[src/rtl/femto_ahbl_pkg.sv]
// Shared encodings for the femto AHB-lite responders: HSIZE codes and the
// SRAM responder state values.
package femto_ahbl_pkg;

    localparam logic [1:0] HSIZE_B = 2'd0;
    localparam logic [1:0] HSIZE_H = 2'd1;
    localparam logic [1:0] HSIZE_W = 2'd2;

    // State values are plain constants so older tools can consume the package.
    typedef logic [2:0] ahbl_slv_st_e;

    localparam ahbl_slv_st_e ST_IDLE    = 3'd0;
    localparam ahbl_slv_st_e ST_WR      = 3'd1;
    localparam ahbl_slv_st_e ST_RD_REQ  = 3'd2;
    localparam ahbl_slv_st_e ST_RD_WAIT = 3'd3;
    localparam ahbl_slv_st_e ST_RD_DATA = 3'd4;
    localparam ahbl_slv_st_e ST_ERR1    = 3'd5;
    localparam ahbl_slv_st_e ST_ERR2    = 3'd6;

endpackage

[src/rtl/ahbl_addr_chk.sv]
// Address-phase checker: flags transfers this responder must reject
// (illegal size, misalignment, outside the address window) and derives the
// byte-lane mask of the addressed bytes within the 32-bit word.
module ahbl_addr_chk #(
    parameter int          AW        = 10,
    parameter logic [31:0] BASE_ADDR = 32'h2000_0000
) (
    input  logic [31:0] haddr,
    input  logic [1:0]  hsize,
    output logic        fault,
    output logic [3:0]  lane_mask
);
    import femto_ahbl_pkg::*;

    logic bad_shape;
    logic out_win;
    logic unused_mid_bits;

    // Word-offset bits only select the SRAM row; they never make a transfer illegal.
    assign unused_mid_bits = ^haddr[AW+1:2];

    // Size decode: lane mask plus alignment / illegal-size detection.
    always_comb begin
        bad_shape = 1'b0;
        lane_mask = 4'b0000;
        case (hsize)
            HSIZE_B: lane_mask = 4'b0001 << haddr[1:0];
            HSIZE_H: begin
                lane_mask = 4'b0011 << {haddr[1], 1'b0};
                bad_shape = haddr[0];
            end
            HSIZE_W: begin
                lane_mask = 4'b1111;
                bad_shape = (haddr[1:0] != 2'b00);
            end
            default: bad_shape = 1'b1;
        endcase
    end

    assign out_win = (haddr[31:AW+2] != BASE_ADDR[31:AW+2]);
    assign fault   = bad_shape | out_win;

endmodule

[src/rtl/ahbl_sram_slv.sv]
// AHB-lite responder in front of a single-port synchronous SRAM.
// Writes complete with zero wait states; reads take 2+WAIT data-phase
// cycles; rejected transfers get the two-cycle ERROR response.
module ahbl_sram_slv #(
    parameter int          AW        = 10,
    parameter logic [31:0] BASE_ADDR = 32'h2000_0000,
    parameter int          WAIT      = 0
) (
    input  logic          clk,
    input  logic          rstn,
    input  logic          hsel,
    input  logic [31:0]   haddr,
    input  logic          hprot,
    input  logic [1:0]    hsize,
    input  logic          hwrite,
    input  logic          htrans,
    input  logic [31:0]   hwdata,
    output logic [31:0]   hrdata,
    output logic          hresp,
    output logic          hready,
    output logic          sram_ce,
    output logic          sram_we,
    output logic [3:0]    sram_be,
    output logic [AW-1:0] sram_addr,
    output logic [31:0]   sram_wdata,
    input  logic [31:0]   sram_rdata
);
    import femto_ahbl_pkg::*;

    ahbl_slv_st_e  state_q, state_d;
    logic [AW-1:0] addr_q, addr_d;
    logic [3:0]    mask_q, mask_d;

    logic          accept;
    logic          fault;
    logic [3:0]    lane_mask;
    logic          cnt_zero;
    logic          unused_hprot;

    // Data and instruction fetches are treated identically.
    assign unused_hprot = hprot;

    ahbl_addr_chk #(
        .AW        (AW),
        .BASE_ADDR (BASE_ADDR)
    ) u_addr_chk (
        .haddr     (haddr),
        .hsize     (hsize),
        .fault     (fault),
        .lane_mask (lane_mask)
    );

    // hready depends only on state_q, so this has no combinational loop.
    assign accept = hsel & htrans & hready;

    // First data-phase state of a freshly accepted transfer.
    function automatic ahbl_slv_st_e accept_dest(input logic flt, input logic wr);
        if (flt)
            return ST_ERR1;
        else if (wr)
            return ST_WR;
        else
            return ST_RD_REQ;
    endfunction

    // Next-state and address-phase capture.
    always_comb begin
        state_d = state_q;
        addr_d  = addr_q;
        mask_d  = mask_q;
        if (accept) begin
            addr_d = haddr[AW+1:2];
            mask_d = lane_mask;
        end
        case (state_q)
            ST_IDLE, ST_WR, ST_RD_DATA, ST_ERR2:
                state_d = accept ? accept_dest(fault, hwrite) : ST_IDLE;
            ST_RD_REQ:
                state_d = (WAIT > 0) ? ST_RD_WAIT : ST_RD_DATA;
            ST_RD_WAIT:
                if (cnt_zero) state_d = ST_RD_DATA;
            ST_ERR1:
                state_d = ST_ERR2;
            default:
                state_d = ST_IDLE;
        endcase
    end

    // Bus response and SRAM strobes are pure decodes of the current state.
    always_comb begin
        hready     = 1'b1;
        hresp      = 1'b0;
        hrdata     = 32'h0;
        sram_ce    = 1'b0;
        sram_we    = 1'b0;
        sram_be    = 4'b0000;
        sram_wdata = 32'h0;
        case (state_q)
            ST_WR: begin
                sram_ce    = 1'b1;
                sram_we    = 1'b1;
                sram_be    = mask_q;
                sram_wdata = hwdata;
            end
            ST_RD_REQ: begin
                hready  = 1'b0;
                sram_ce = 1'b1;
                sram_be = mask_q;
            end
            ST_RD_WAIT: hready = 1'b0;
            ST_RD_DATA: hrdata = sram_rdata;
            ST_ERR1: begin
                hready = 1'b0;
                hresp  = 1'b1;
            end
            ST_ERR2: hresp = 1'b1;
            default: ;
        endcase
    end

    assign sram_addr = addr_q;

    // Control state: cleared asynchronously so an in-flight access is dropped at once.
    always_ff @(posedge clk or negedge rstn) begin
        if (!rstn)
            state_q <= ST_IDLE;
        else
            state_q <= state_d;
    end

    // Latched transfer attributes; only meaningful after an accept, so no reset.
    always_ff @(posedge clk) begin
        addr_q <= addr_d;
        mask_q <= mask_d;
    end

    generate
        if (WAIT > 0) begin : g_wait
            localparam int CW = $clog2(WAIT + 1);
            localparam logic [CW-1:0] WAIT_LD = CW'(WAIT - 1);

            logic [CW-1:0] cnt_q, cnt_d;

            // Wait-state counter: loaded while the read strobe is out, counts down in RD_WAIT.
            always_comb begin
                cnt_d = cnt_q;
                if (state_q == ST_RD_REQ)
                    cnt_d = WAIT_LD;
                else if ((state_q == ST_RD_WAIT) && (cnt_q != '0))
                    cnt_d = cnt_q - CW'(1);
            end

            // Counter register.
            always_ff @(posedge clk or negedge rstn) begin
                if (!rstn)
                    cnt_q <= '0;
                else
                    cnt_q <= cnt_d;
            end

            assign cnt_zero = (cnt_q == '0);
        end else begin : g_nowait
            assign cnt_zero = 1'b1;
        end
    endgenerate

endmodule

[config.mk]
export PLATFORM = sky130hd
export DESIGN_NAME = ahbl_sram_slv
export DESIGN_NICKNAME = d
export VERILOG_FILES = /design/src/rtl/femto_ahbl_pkg.sv /design/src/rtl/ahbl_addr_chk.sv /design/src/rtl/ahbl_sram_slv.sv
export SDC_FILE = /design/constraint.sdc
export NUM_CORES = 1
export LEC_CHECK = 0
export BUFFER_PORTS_ARGS = -buffer_cell sky130_fd_sc_hd__buf_2
export CORE_UTILIZATION = 23
export DETAILED_ROUTE_END_ITERATION = 6
export GPL_ROUTABILITY_DRIVEN = 0
export MAX_ROUTING_LAYER = met4
export PLACE_DENSITY = 0.77
export SYNTH_ARGS = -nofsm -noshare
export SYNTH_HDL_FRONTEND = slang
export SYNTH_SLANG_ARGS = --single-unit
[constraint.sdc]
create_clock -name clk -period 2.1 [get_ports clk]
set_input_delay 0.42 -clock clk [delete_from_list [all_inputs] [get_ports clk]]
set_output_delay 0.42 -clock clk [all_outputs]
set_load 0.05 [all_outputs]
* After elaboration in Yosys (flattened, before gate mapping) *
Index checks and enable logic that the tools add are counted.

storage, ports and cells
  output and inout bits = 82
  word-level logic and storage cells = 38
  bits in registers = 17

operators by class
  bitwise logic cells = 3
  shift-type cells = 2
  mux-type cells = 13
  reductions and logical operators = 8
  equal/unequal tests = 9

operator list
  operator                                                                   number
  32-bit two-way mux                                                         2
  20-bit by 18-bit inequality test with 1-bit output, second input constant  1
  4-bit one-hot mux with 3 select lines                                      1
  3-bit equality test, second input constant                                 3
  3-bit one-hot mux with 3 select lines                                      1
  3-bit by 2-bit equality test with 1-bit output, second input constant      2
  3-bit two-way mux                                                          2
  2-bit OR reduction                                                         3
  1-bit two-way mux                                                          4
  4-bit two-way mux                                                          1
  4-bit OR reduction                                                         1
  1-bit by 2-bit left shift with 4-bit output, first input constant          1
  2-bit by 2-bit left shift with 4-bit output, first input constant          1
  3-bit by 1-bit equality test with 1-bit output, second input constant      1
  3-bit logical NOT                                                          1
  1-bit one-hot mux with 3 select lines                                      1
  3-bit OR reduction                                                         1
  1-bit AND                                                                  2
  2-bit by 1-bit equality test with 1-bit output, second input constant      1
  2-bit equality test, second input constant                                 1
  2-bit logical NOT                                                          1
  2-bit two-way mux                                                          1
  2-bit nonzero test                                                         1
  1-bit OR                                                                   1

* Depth between registers and ports, before layout *
  depth in word-level cells = 6
  mapped depth = 5
  gate-level depth less buffers = 5

* Hierarchy *
From an unflattened synthesis, not the netlist that was laid out.

second synthesis, totals
  cells, all modules = 133
  area, all modules = 1298.7 µm²

by module, submodules not included
  module         times used  cells an instance  area each (µm²)
  ahbl_sram_slv  1           112                1151.1
  ahbl_addr_chk  1           21                 147.6

* Worst setup path after synthesis *
No wires, ideal clock.

  kind = register to output
  from = register state_q[1]
  to = output port sram_be[0]
  stages on the path, launching flop included = 4
  setup slack = -158 ps
  path buffers = 0
  arrival time = 1838 ps
  cells stage by stage = dfrtp_1 xnor2_1 nor2_1 and2_1

between the ends
  cells in the longest elaborated chain, start to end = 3

RTL lines
  what                                                                                                                     RTL line              text
  start: declaration                                                                                                       ahbl_sram_slv.sv:30   ahbl_slv_st_e state_q, state_d;
  start signal: assignment                                                                                                 ahbl_sram_slv.sv:128  state_q <= state_d;
  3-bit by 1-bit equality test with 1-bit output / 3-bit by 2-bit equality test with 1-bit output (equally long branches)  ahbl_sram_slv.sv:98   case (state_q)
  2-bit OR reduction (no source line) (*)                                                                                  n/a
  4-bit two-way mux (*)                                                                                                    ahbl_sram_slv.sv:98
  end: declaration                                                                                                         ahbl_sram_slv.sv:23   output logic [3:0] sram_be,

Mark *: on every way between the ends. The rest lies on a longest branch, timed or not.

* Final worst setup path *
  from = register state_q[1]
  to = output port sram_wdata[5]

between the ends
  cells in the longest elaborated chain, start to end = 2

RTL lines
  what                                            RTL line             text
  3-bit by 1-bit equality test with 1-bit output  ahbl_sram_slv.sv:98
  32-bit two-way mux                              ahbl_sram_slv.sv:98
  end: declaration                                ahbl_sram_slv.sv:25  output logic [31:0] sram_wdata,

Every way passes these cells.

==> summary.md <==
| Metric | Value |
|---|---|
| Via density | `4.03` |
| Most frequent cells in the layout | `buf_2 (184), and2_1 (68), edfxtp_1 (14)` |
| Share of layout cells above drive strength 1 | `0.609` |
| Synth area leader | `and2_1` |
| Type of origin of the critical path | `flip-flop` |
| Largest net degree at the start of global routing | `34` |
| Crit path kind | `flip-flop to primary output` |
| Critical Path End | `sram_wdata[5]` |
| FP Rows | `25` |
| Drt drc | `0` |
| Status | `complete, no violations` |
| Clk_lat worst skew | `250 ps` |
| Most common cell after layout, fill and taps aside | `buf_2` |
| Synth Register Bits | `17` |
| Die ar. | `5510 µm²` |
| Hold WC Path Type | `input pin to flip-flop` |
| Unrepaired setup endpoints after global routing | `no` |
| Global route total overflow | `0` |
| Synth Area in Simple Gates | `0.483` |
| Antenna-violating nets left | `0` |
| Leak | `1.32 nW` |
| Reg2Reg Setup Slack | `670 ps` |
| Number of global-route vias before repair | `1254` |
| Worst setup EP type | `primary output` |
| Root cell of the clock tree | `clkbuf_8` |
| Die Wd | `74.2 µm` |
| IO Count | `186` |
| Fin nets | `422` |
| Antenna cells | `0` |
| Worst Path Required | `1680 ps` |
| CTS max path bufs | `2` |
| Final Hold Viols | `0` |
| First-pass GRT wire length | `5.16 mm` |
| Distinct cells, synth | `25` |
| Placement Cell Area | `2200 µm²` |
| Clk slew on worst S/H paths | `60 ps` |
| Yosys warns | `0` |
| Post-Synth Adder-Cell Area | `0` |
| Core area | `4880 µm²` |
| Maximum capacitance violations | `0` |
| Synth Area in XOR/XNOR | `0.0146` |
| VDD IR max | `0.228 mV` |
| Die Height | `74.2 µm` |
| Post-route cell area | `2260 µm²` |
| Final setup viols | `0` |
| Clock skew after layout | `1.66 ps` |
| Critical Path AT | `1530 ps` |
| Starting DRT DRC Count | `34` |
| Hpwl dp | `3.35 mm` |
| Drt pass-1 iters | `4` |
| H-tree depth | `1` |
| Starting density of the core | `0.246` |
| PwrDens | `566 nW/µm²` |
| Tcrit/Tclk final | `0.929` |
| Vias | `1546` |
| Post-synthesis sequential area ratio | `0.413` |
| Max Fclk | `513 MHz` |
| Final min period | `1950 ps` |
| Area Overhead vs Synth | `88.4%` |
| All-Layer GR Usage | `0.125` |
| Drt total wl | `3.90 mm` |
| Final setup TNS | `0 ps` |
| Min-delay src | `haddr[8]` |
| Setup bufs post-CTS | `0` |
| Least-Margin Pin Slew | `335 ps` |
| Reg2reg path depth | `5` |
| CP max FO | `33` |
| Post-synth top area share | `0.355` |
| TritonCTS clock tree | `built` |
| Slew Limit Fails | `0` |
| Worst r2r dst | `sram_addr[9]` |
| IO Port Bufs | `184` |
| Post-Syn Instances | `133` |
| Largest family of logic cells by synthesized area | `simple AND/OR/NAND/NOR gates` |
| Synthesized area per cell | `9.02 µm²` |
| FF-to-FF Start | `state_q[1]` |
| Ranking of synthesized cells by area | `and2_1 (35%), edfxtp_1 (35%), dfrtp_1 (6.3%)` |
| TritonCTS Buffers | `3` |
| Post-Syn Nets | `237` |
| Routed WL per cell | `10.1 µm` |
| Max_slew headroom | `0.773` |
| Synth Cell Area | `1200 µm²` |
| Clock sinks | `17` |
| Hold_ws | `346 ps` |
| Compound-gate portion of the synthesized area | `0.0459` |
| Critical Path Start | `state_q[1]` |
| Initial antenna violation count | `0` |
| Mux cell area share after synthesis | `0.00834` |
## synth_stat cells
library cell  number
edfxtp_1          14
nand3b_1           2
mux2i_1            1
and3_1             1
o21ai_0            1
o21ai_1            1
and2_1            68
xor2_1             1
nor4b_1            1
nor2_1             3
o31a_1             2
clkbuf_1           7
nor2b_1            1
or3_1              1
nor4_1             4
o21a_1             1
buf_2              1
xnor2_1            1
nand4_1            3
nand2b_1           2
inv_1              3
nand2_1            5
dfrtp_1            3
nor3b_2            2
a21oi_1            4
## worst max-delay path, stage by stage, from the launching register on
cell and delay, ps:
dfrtp_1 430, nor3b_2 220, buf_6 210, and2_1 150
buf_2 260
## state kept, by name, indices dropped and copies added, names as in the netlist
signal and flops:
mask_q 4, sram_addr 10, state_q 3
## stage by stage
step	utilization	instances	worst slack, ps	power [mW]
after detailed placement	0.451	379	361	1.05
after global placement	0.451	379	387	1.05
after global routing	0.463	384	3.31	1.35
after CTS	0.462	384	80.9	1.29
after floorplan	-	133	112	0.858
final	0.463	384	149	1.28
## routing by layer
metal | up-vias | part of all wire | global-route usage
li1 | 806 | - | -
met1 | 636 | 0.37 | 0.129
met2 | 100 | 0.53 | 0.243
met3 | 4 | 0.090 | 0.0176
met4 | 0 | 0.0098 | 0.0377
met5 | - | 0 | -
## worst min-delay path by stage
| stage | to | slack, ps | cells past startpoint |
|---|---|---|---|
| after CTS | sram_addr[6] | 340 | 1 |
| after global routing | sram_addr[6] | 330 | 1 |
| after global placement | state_q[1] | 220 | 1 |
| final | sram_addr[6] | 350 | 1 |
| after detailed placement | state_q[1] | 220 | 1 |
| after floorplan | state_q[0] | 120 | 0 |
## logic make-up (layout without fill, tap and decap cells)
logic type | Yosys count | count (layout)
DFF | 17 | 17
AOI/OAI and AO/OA | 9 | 9
xor gates and xnor gates | 2 | 2
and+or+nand+nor | 93 | 93
buffers and inverters | 11 | 195
muxes | 1 | 1
## power breakdown
group	total [mW]	leakage, nW	switching [mW]	internal, mW
logic	0.649	1.13	0.455	0.194
clock network	0.233	0.0228	0.0985	0.134
registers	0.398	0.170	0.0102	0.388
total	1.28	1.32	0.564	0.717
## cell type report
cell class	instances	area, µm²
flip-flops and latches	17	495
inverters	3	11.3
clock buffers	4	45.0
repair buffers	188	961
fillers	473	2620
well taps	67	83.8
multi-input cells	105	664
## timing repair
| item | in CTS | in global routing |
|---|---|---|
| hold buffers | 1 | 0 |
| setup endpoints to repair | 0 | 46 |
| hold endpoints to repair | 3 | 0 |
| resized for setup | 0 | 2 |
No activity file was read; power rests on OpenSTA's default activity.
